[src/rtl/blake512_block_sched.sv]
// ---------------------------------------------------------------------------
// blake512_block_sched
//
// Block scheduler for a BLAKE-512 compression core. It accepts message blocks
// one at a time and keeps the running bit counter t. For each accepted block
// it starts the round controller with a one-cycle pulse and waits for that
// block to finish. After the last block of a message it presents the digest
// until the consumer takes it. A watchdog guards the wait for the round
// controller. A timeout raises a sticky error and abandons the message.
//
// Ports
//   clk          clock, all state updates on the rising edge
//   rst          asynchronous active-high reset
//   blk_valid    message block offered
//   blk_ready    scheduler can accept a block (IDLE only)
//   blk_last     offered block is the final block of the message
//   blk_bits     message bits in the offered block (saturated to 1024)
//   core_ena     one-cycle start pulse to the round controller
//   core_first   chain value comes from IV (first block of a message)
//   core_t       counter t for the compression core
//   core_done    one-cycle completion pulse from the round controller
//   hash_valid   digest in the chain register is final
//   hash_ready   consumer takes the digest
//   err_timeout  sticky watchdog error, cleared only by rst
// ---------------------------------------------------------------------------
module blake512_block_sched #(
  parameter int MAX_WAIT = 200,
  parameter int CNT_W    = 8
) (
  input  logic         clk,
  input  logic         rst,
  input  logic         blk_valid,
  output logic         blk_ready,
  input  logic         blk_last,
  input  logic [10:0]  blk_bits,
  output logic         core_ena,
  output logic         core_first,
  output logic [127:0] core_t,
  input  logic         core_done,
  output logic         hash_valid,
  input  logic         hash_ready,
  output logic         err_timeout
);

  typedef enum logic [1:0] {
    IDLE  = 2'd0,
    ISSUE = 2'd1,
    WAIT  = 2'd2,
    OUT   = 2'd3
  } state_t;

  localparam logic [CNT_W-1:0] WAIT_LIM = CNT_W'(MAX_WAIT);
  localparam logic [CNT_W-1:0] WD_ONE   = {{(CNT_W-1){1'b0}}, 1'b1};

  // A block never carries more than 1024 message bits; larger requests clamp.
  function automatic logic [10:0] sat_bits(input logic [10:0] bits);
    if (bits > 11'd1024) begin
      return 11'd1024;
    end else begin
      return bits;
    end
  endfunction

  state_t         state_r;
  state_t         state_nxt_s;

  logic           blk_ready_r;
  logic           core_ena_r;
  logic           hash_valid_r;
  logic           blk_ready_nxt_s;
  logic           core_ena_nxt_s;
  logic           hash_valid_nxt_s;

  logic [127:0]   t_acc_r;
  logic [127:0]   core_t_r;
  logic           last_r;
  logic           first_r;
  logic [CNT_W-1:0] wd_r;
  logic           err_r;

  logic           hs_s;
  logic [10:0]    bits_s;
  logic [127:0]   t_sum_s;
  logic           done_s;
  logic           wd_hit_s;
  logic           timeout_s;
  logic           handoff_s;

  // The handshake is qualified by the registered ready. That register stays
  // low for the first cycle after rst releases, even though state is IDLE.
  assign hs_s      = blk_valid & blk_ready_r & (state_r == IDLE);
  assign bits_s    = sat_bits(blk_bits);
  assign t_sum_s   = t_acc_r + {117'd0, bits_s};
  assign done_s    = core_done & (state_r == WAIT);
  assign wd_hit_s  = (state_r == WAIT) & (wd_r == WAIT_LIM);
  // core_done in the same cycle as the limit wins, so no error is raised.
  assign timeout_s = wd_hit_s & ~core_done;
  assign handoff_s = hash_ready & (state_r == OUT);

  // State register and registered control outputs.
  always_ff @(posedge clk or posedge rst) begin
    if (rst) begin
      state_r      <= IDLE;
      blk_ready_r  <= 1'b0;
      core_ena_r   <= 1'b0;
      hash_valid_r <= 1'b0;
    end else begin
      state_r      <= state_nxt_s;
      blk_ready_r  <= blk_ready_nxt_s;
      core_ena_r   <= core_ena_nxt_s;
      hash_valid_r <= hash_valid_nxt_s;
    end
  end

  // Next-state decode.
  always_comb begin
    state_nxt_s = state_r;
    case (state_r)
      IDLE: begin
        if (hs_s) begin
          state_nxt_s = ISSUE;
        end else begin
          state_nxt_s = IDLE;
        end
      end
      ISSUE: begin
        state_nxt_s = WAIT;
      end
      WAIT: begin
        if (core_done) begin
          if (last_r) begin
            state_nxt_s = OUT;
          end else begin
            state_nxt_s = IDLE;
          end
        end else if (wd_hit_s) begin
          state_nxt_s = IDLE;
        end else begin
          state_nxt_s = WAIT;
        end
      end
      OUT: begin
        if (hash_ready) begin
          state_nxt_s = IDLE;
        end else begin
          state_nxt_s = OUT;
        end
      end
      default: begin
        state_nxt_s = IDLE;
      end
    endcase
  end

  // Output decode from the next state. The outputs are registered, so each
  // one lines up with the state it belongs to.
  always_comb begin
    blk_ready_nxt_s  = 1'b0;
    core_ena_nxt_s   = 1'b0;
    hash_valid_nxt_s = 1'b0;
    case (state_nxt_s)
      IDLE:    blk_ready_nxt_s  = 1'b1;
      ISSUE:   core_ena_nxt_s   = 1'b1;
      WAIT:    core_ena_nxt_s   = 1'b0;
      OUT:     hash_valid_nxt_s = 1'b1;
      default: blk_ready_nxt_s  = 1'b0;
    endcase
  end

  // Bit counter, per-block core_t, last flag and first-block flag.
  always_ff @(posedge clk or posedge rst) begin
    if (rst) begin
      t_acc_r  <= 128'd0;
      core_t_r <= 128'd0;
      last_r   <= 1'b0;
      first_r  <= 1'b1;
    end else begin
      if (hs_s) begin
        t_acc_r <= t_sum_s;
      end else if (timeout_s || handoff_s) begin
        t_acc_r <= 128'd0;
      end else begin
        t_acc_r <= t_acc_r;
      end

      // A padding-only block is compressed with t = 0.
      if (hs_s) begin
        core_t_r <= (bits_s != 11'd0) ? t_sum_s : 128'd0;
        last_r   <= blk_last;
      end else begin
        core_t_r <= core_t_r;
        last_r   <= last_r;
      end

      if (done_s) begin
        first_r <= 1'b0;
      end else if (timeout_s || handoff_s) begin
        first_r <= 1'b1;
      end else begin
        first_r <= first_r;
      end
    end
  end

  // Watchdog. It counts WAIT cycles from 0, and the error flag is sticky.
  always_ff @(posedge clk or posedge rst) begin
    if (rst) begin
      wd_r  <= {CNT_W{1'b0}};
      err_r <= 1'b0;
    end else begin
      if ((state_r == WAIT) && (state_nxt_s == WAIT)) begin
        wd_r <= wd_r + WD_ONE;
      end else begin
        wd_r <= {CNT_W{1'b0}};
      end

      if (timeout_s) begin
        err_r <= 1'b1;
      end else begin
        err_r <= err_r;
      end
    end
  end

  assign blk_ready   = blk_ready_r;
  assign core_ena    = core_ena_r;
  assign hash_valid  = hash_valid_r;
  assign core_first  = first_r;
  assign core_t      = core_t_r;
  assign err_timeout = err_r;

endmodule

[config.mk]
export PLATFORM = sky130hd
export DESIGN_NAME = blake512_block_sched
export DESIGN_NICKNAME = d
export VERILOG_FILES = /design/src/rtl/blake512_block_sched.sv
export SDC_FILE = /design/constraint.sdc
export NUM_CORES = 1
export LEC_CHECK = 0
export BUFFER_PORTS_ARGS = -buffer_cell sky130_fd_sc_hd__buf_4
export CORE_MARGIN = 2
export CORE_UTILIZATION = 64
export CTS_CLUSTER_DIAMETER = 40
export DETAILED_ROUTE_END_ITERATION = 6
export PLACE_DENSITY = 0.86
export SYNTH_ARGS = -nofsm -noshare
export SYNTH_HDL_FRONTEND = slang
export SYNTH_SLANG_ARGS = --single-unit
[constraint.sdc]
create_clock -name clk -period 21.3 [get_ports clk]
set_input_delay 2.13 -clock clk [delete_from_list [all_inputs] [get_ports clk]]
set_output_delay 2.13 -clock clk [all_outputs]
set_load 0.02 [all_outputs]
==> impl_metrics.csv, run 1 <==
group,metric,value,unit
sta,period_share,21.8,%
final_layout,fin_cells,2024,
yosys,synth-edff-count,0,
hold_path,min_path_type,"reg2reg",
worst_setup_path,crit_fanout,13,
cts,cts_hold_buf,0,
yosys,synth-main-ff-cell,"dfrtp_1",
detailed_routing,drtIter0Drc,1432,
cts,clk_pin_slew,0.06,ns
status,outcome,"completed",
sta,hold_ws,0.470,ns
detailed_routing,vias,13304,
sta,fmax,0.216,GHz
cts,cts_setup_buffers,0,
grt,grt_pass1_wl,64.9,mm
final_layout,n_fill_cell,1503,
cts,htree_levels,2,
worst_setup_path,start_kind,"input pin",
grt,grt_max_degree,124,
cts,cts_buffers,41,
worst_setup_path,path_class,"in2reg",
sta,hold_viol_final,0,
worst_setup_path,required,21.74,ns
sta,drv_slew,0,
worst_setup_path,setup.reg_to_reg.worst_slack,17.71,ns
grt,grt.total_usage,33.2,%
detailed_routing,drc,0,
floorplanning,coreArea,0.0225,mm2
yosys,ys_types,58,
floorplanning,die-area,0.0240,mm2
floorplanning,initial_core_util,64.7,%
final_layout,fin_util,76.2,%
sta,tightest_slew,1.16,ns
yosys,synth_top_cell_by_area,"dfrtp_1",
sta,clock_skew,0.0110,ns
grt,antenna_found_initial,0,
floorplanning,die_w,155,um
sta,setup_viol,0,
final_layout,antenna_cells,0,
worst_setup_path,cp-end-kind,"register",
sta,fin_setup_tns,0,ns
yosys,syn-num-nets,1654,
yosys,ys_top_cells_by_area,"dfrtp_1 (47%), nand2_1 (6.7%), o21ai_0 (5.2%)",
placement,io_buffers,149,
placement,gp_congestion,0.905,
sta,slew_headroom,22.6,%
final_layout,nNetsFinal,1738,
yosys,yosysTopAreaCellShare,46.5,%
floorplanning,pin_count,150,
cts,root_buffer,"clkbuf_16",
worst_setup_path,crit_arrival,5.08,ns
yosys,yosysSeqAreaShare,46.7,%
final_layout,syn_to_final_growth,17.7,%
yosys,yosysMostFrequentCell,"dfrtp_1",
cts,clock-sinks,272,
yosys,syn_avg_cell_area,8.98,um2
cts,clk_latency,0.53,ns
detailed_routing,dr.pass1.iters,6,
floorplanning,rows,55,
yosys,ys_ff_latch,272,
cts,clock_path_buffers,3,
power,leakagePower,7.34,nW
cts,post_cts_resized,0,
sta,period_needed,4.64,ns
floorplanning,die-height,155,um
power,irDropWorstVdd,0.0798,mV
detailed_routing,drt-wirelength-per-cell,19.7,um
power,p_per_area,95.5,mW/mm2
sta,rsz0062_at_grt,"false",
cts,cts_tree,"built",
job,max-cap-violations,0,
final_layout,final_cell_area,0.0172,mm2
detailed_routing,routed_wl,39.9,mm
placement,placed_cell_area,0.0157,mm2
yosys,synthCells,1623,
yosys,async_flop_share,100,%
placement,post-dp-hpwl,24.9,mm
yosys,netlist_area,0.0146,mm2
grt,overflow,0,
yosys,yosysWarningCount,0,
final_layout,drive_gt1_share,15.5,%
detailed_routing,viasPerCell,6.57,
detailed_routing,antenna_left,0,
grt,grt_pass1_vias,12882,
placement,dp_cells,1949,
yosys,synth_common_cells,"dfrtp_1 (271), nand2_1 (259), o21ai_0 (152)",
==> metal layers <==
layer	part of all wire (%)	wire, um	vias to the layer above	global-route usage [%]
li1	-	-	6048	-
met1	40	15800	6416	44.8
met2	47	18700	691	52.1
met3	9.4	3770	149	6.99
met4	4.3	1700	0	15.2
met5	0	0	-	0
==> final cells by class <==
cell class / count / area (um2) / area share [%]
flip-flops and latches: 272 / 6810 / 39.7
well taps: 285 / 357 / 2.08
repair buffers: 166 / 1250 / 7.27
clock inverters: 25 / 305 / 1.78
clock buffers: 50 / 1130 / 6.60
multi-input cells: 1203 / 7210 / 42.0
inverters: 23 / 93.8 / 0.547
==> stage by stage <==
step           worst slack [ns]  power, mW
2_1_floorplan             11.68      0.826
3_3_place_gp              16.27      0.927
3_5_place_dp              16.19      0.937
4_1_cts                   16.70       1.64
5_1_grt                   16.33       1.70
6_report                  16.66       1.64
==> cell families (layout without fill, tap and decap cells) <==
group / count (synthesis) / count (layout) / share of synthesized area (%)
buffers and inverters: 148 / 264 / 4.08
AND/OR/NAND/NOR: 626 / 626 / 21.2
XOR/XNOR: 128 / 128 / 7.69
flip-flops: 272 / 272 / 46.7
adder cells (fa/ha/maj): 14 / 14 / 1.25
multiplexers: 2 / 2 / 0.137
AO/OA/AOI/OAI: 433 / 433 / 18.9
==> critical path: stages <==
cell	delay, ns
buf_4	0.18
nor2b_1	0.08
ha_1	0.37
nand3_1	0.13
nor2_1	0.23
o21ai_1	0.24
a211oi_1	0.97
nand4_1	0.30
or3_1	0.36
o21ai_0	0.08
==> path summary, 6_finish.rpt <==
check | from | end | cells past startpoint
setup / recovery | blk_bits[10] | t_acc_r[59] | 10
hold / removal | err_timeout | err_timeout | 1
setup reg to reg | t_acc_r[66] | core_t[104] | 7
hold reg to reg | err_timeout | err_timeout | 1
max in group asynchronous | rst | t_acc_r[16] | 3
min in group asynchronous | rst | t_acc_r[45] | 2
==> where the power goes <==
group	internal [mW]	leakage (nW)	switching [mW]	total [mW]
clock network	0.443	0.679	0.255	0.698
logic	0.106	2.90	0.245	0.351
registers	0.556	3.76	0.0324	0.589
==> cells in the final DEF, fill, tap and decap left out, types with 4 or more instances in the layout <==
cell type   netlist  final
dfrtp_1         271    271
nand2_1         259    259
buf_4             3    166
o21ai_0         152    151
o31ai_1         101    101
nand3_1          85     83
xor2_1           70     70
nor2_1           61     60
xnor2_1          58     58
a31oi_1          57     57
nand4_1          46     46
a21oi_1          47     46
clkbuf_16         0     42
nor3_1           32     32
and3_1           28     27
or3_1            24     24
inv_1            22     21
a21o_1           21     21
a22o_1           21     21
nor4_1           20     20
and4_1           16     16
ha_1             13     13
and2_1           12     12
nor2b_1          11     11
clkinvlp_4        0      9
a41oi_1           8      8
nor3b_1           7      7
nand2b_1          7      7
o21a_1            5      5
o21ba_2           5      5
clkinv_2          0      5
bufinv_16         0      5
clkbuf_8          0      5
nor4_2            4      4
==> flip-flops by register name, summed over array words and instances (netlist names) <==
signal       count
wd_r             8
t_acc_r        128
blk_ready        1
state_r          2
hash_valid       1
core_ena         1
err_timeout      1
last_r           1
core_t         128
core_first       1
Note: power is estimated with default switching activity, not from simulation.
==> run 2, diff against run 1 <==
--- a/config.mk
+++ b/config.mk
@@ -7,10 +7,10 @@
 export LEC_CHECK = 0
 export BUFFER_PORTS_ARGS = -buffer_cell sky130_fd_sc_hd__buf_4
 export CORE_MARGIN = 2
-export CORE_UTILIZATION = 64
+export CORE_UTILIZATION = 54
 export CTS_CLUSTER_DIAMETER = 40
 export DETAILED_ROUTE_END_ITERATION = 6
-export PLACE_DENSITY = 0.86
+export PLACE_DENSITY = 0.77
 export SYNTH_ARGS = -nofsm -noshare
 export SYNTH_HDL_FRONTEND = slang
 export SYNTH_SLANG_ARGS = --single-unit
==> constraint.sdc (replaced) <==
create_clock -name clk -period 4.1 [get_ports clk]
set_input_delay 0.41 -clock clk [delete_from_list [all_inputs] [get_ports clk]]
set_output_delay 0.41 -clock clk [all_outputs]
set_load 0.02 [all_outputs]
==> run 2 against run 1 <==
Against the previous run: largest cell class unchanged; hold slack got worse by 0.38 ns; clock skew grew 0.0080 ns; critical endpoint is now t_acc_r[127]; design area grew 0.79%; setup slack worse by 16 ns; sequential share of layout area fell by 0.31 points.
==> impl_metrics.csv, run 2 (synthesis results as in run 1) <==
group,metric,value,unit
sta,fmax,0.305,GHz
sta,fin_ws,0.823,ns
worst_setup_path,crit_arrival,3.75,ns
sta,hold_viol_final,0,
floorplanning,die-height,168,um
worst_setup_path,required,4.57,ns
job,max-cap-violations,0,
sta,slew_headroom,16.2,%
placement,io_buffers,149,
sta,hold_ws,0.0946,ns
floorplanning,initial_core_util,54.5,%
power,swShare,32.7,%
power,seqPwrFrac,36.4,%
worst_setup_path,setup.reg_to_reg.worst_slack,0.82,ns
hold_path,min_path_type,"in2reg",
power,p_int,5.66,mW
sta,drv_slew,0,
cts,htree_levels,2,
sta,fin_setup_tns,0,ns
cts,post_cts_resized,0,
power,irDropWorstVdd,0.404,mV
final_layout,fin_cells,2085,
floorplanning,rows,60,
final_layout,syn_to_final_growth,18.6,%
power,pwr-share-clk,41.7,%
final_layout,drive_gt1_share,15.8,%
placement,place_ws,0.733,ns
cts,clk_pin_slew,0.06,ns
cts,cts_hold_buf,0,
final_layout,mostFrequentLayoutCells,"dfrtp_1 (271), nand2_1 (259), buf_4 (172)",
sta,period_needed,3.28,ns
hold_path,hold_depth,3,
placement,gp_congestion,0.920,
hold_path,hp-start,"blk_last",
placement,dp_cells,2016,
placement,post-dp-hpwl,26.1,mm
worst_setup_path,start_kind,"register",
hold_path,min_to,"last_r",
final_layout,nNetsFinal,1747,
cts,clock-sinks,272,
grt,grt_pass1_wl,64.8,mm
sta,setup_viol,0,
power,leakagePower,7.39,nW
worst_setup_path,r2r_cells,9,
detailed_routing,viasPerCell,6.25,
detailed_routing,antenna_left,0,
cts,cts_tree,"built",
detailed_routing,drc,0,
worst_setup_path,path_class,"reg2reg",
cts,cts_setup_buffers,0,
detailed_routing,routed_wl,39.9,mm
floorplanning,die-area,0.0283,mm2
final_layout,final_common_cell,"dfrtp_1",
sta,tightest_slew,1.25,ns
detailed_routing,drt-wirelength-per-cell,19.1,um
grt,grt_max_degree,99,
grt,antenna_found_initial,0,
status,outcome,"completed",
detailed_routing,vias,13021,
worst_setup_path,cp-end-kind,"register",
detailed_routing,dr.pass1.iters,6,
worst_setup_path,reg2reg_from,"t_acc_r[9]",
power,p_sw,2.74,mW
cts,root_buffer,"clkbuf_16",
power,p_comb_share,21.9,%
cts,cts_buffers,39,
cts,clock_path_buffers,3,
worst_setup_path,timing.rr.end,"t_acc_r[127]",
sta,rsz0062_at_grt,"false",
grt,grt.total_usage,28.0,%
cts,clk_latency,0.53,ns
power,p_per_area,486,mW/mm2
floorplanning,die_w,168,um
floorplanning,pin_count,150,
final_layout,fin_util,64.7,%
detailed_routing,drtIter0Drc,1327,
grt,grt_pass1_vias,12667,
grt,overflow,0,
sta,period_share,79.9,%
sta,clock_skew,0.0190,ns
final_layout,antenna_cells,0,
worst_setup_path,crit_fanout,19,
floorplanning,coreArea,0.0267,mm2
run 2: cell count changes in the layout (fill, tap and decap cells not counted), sizes merged:
cell,change
clkbuf,-4
clkinvlp,-3
buf,+11
clkinv,+1
run 2: worst max-delay path, cell delays in order (launching register included):
cell	delay, ns
dfrtp_1	0.40
ha_1	0.42
nand4_1	0.16
nor2_1	0.20
o21ai_1	0.24
a21oi_2	0.77
buf_4	0.38
nand4_1	0.19
or3_1	0.37
nand3_1	0.09
run 2: worst max path at each step:
stage,end,start,depth (start not counted)
after floorplan,blk_ready,rst,1
after global placement,t_acc_r[91],blk_bits[10],10
after detailed placement,core_t[113],blk_bits[10],11
after CTS,t_acc_r[127],t_acc_r[8],9
after global routing,core_t[101],t_acc_r[9],9
final,t_acc_r[127],t_acc_r[9],9
run 2: cell type report:
class / count / area (um2)
Sequential cell: 272 / 6810
Timing Repair Buffer: 177 / 1390
Clock inverter: 23 / 285
Inverter: 23 / 90.1
Fill cell: 2160 / 9440
Tap cell: 341 / 427
Clock buffer: 46 / 1070
Multi-Input combinational cell: 1203 / 7210
run 2: power groups by stage:
stage	combinational (mW)	sequential, mW	clock, mW
floorplan	1.09	3.20	0
finish	1.84	3.06	3.51
detailed placement	1.82	3.09	0
global route	2.01	3.08	3.67
CTS	1.83	3.05	3.54
global placement	1.78	3.09	0
run 2: routing by layer:
layer	global-route usage (%)	wire, um	up-vias
met3	5.01	3020	75
met2	44.6	18300	545
met4	9.56	1040	0
met5	0	0	-
li1	-	-	6051
met1	38.9	17400	6350
run 2: stage by stage:
stage	power (mW)	cell area, um2
final	8.41	17300
after global routing	8.76	17300
after CTS	8.43	17300
after detailed placement	4.91	15900
after global placement	4.87	15900
after floorplan	4.29	14600
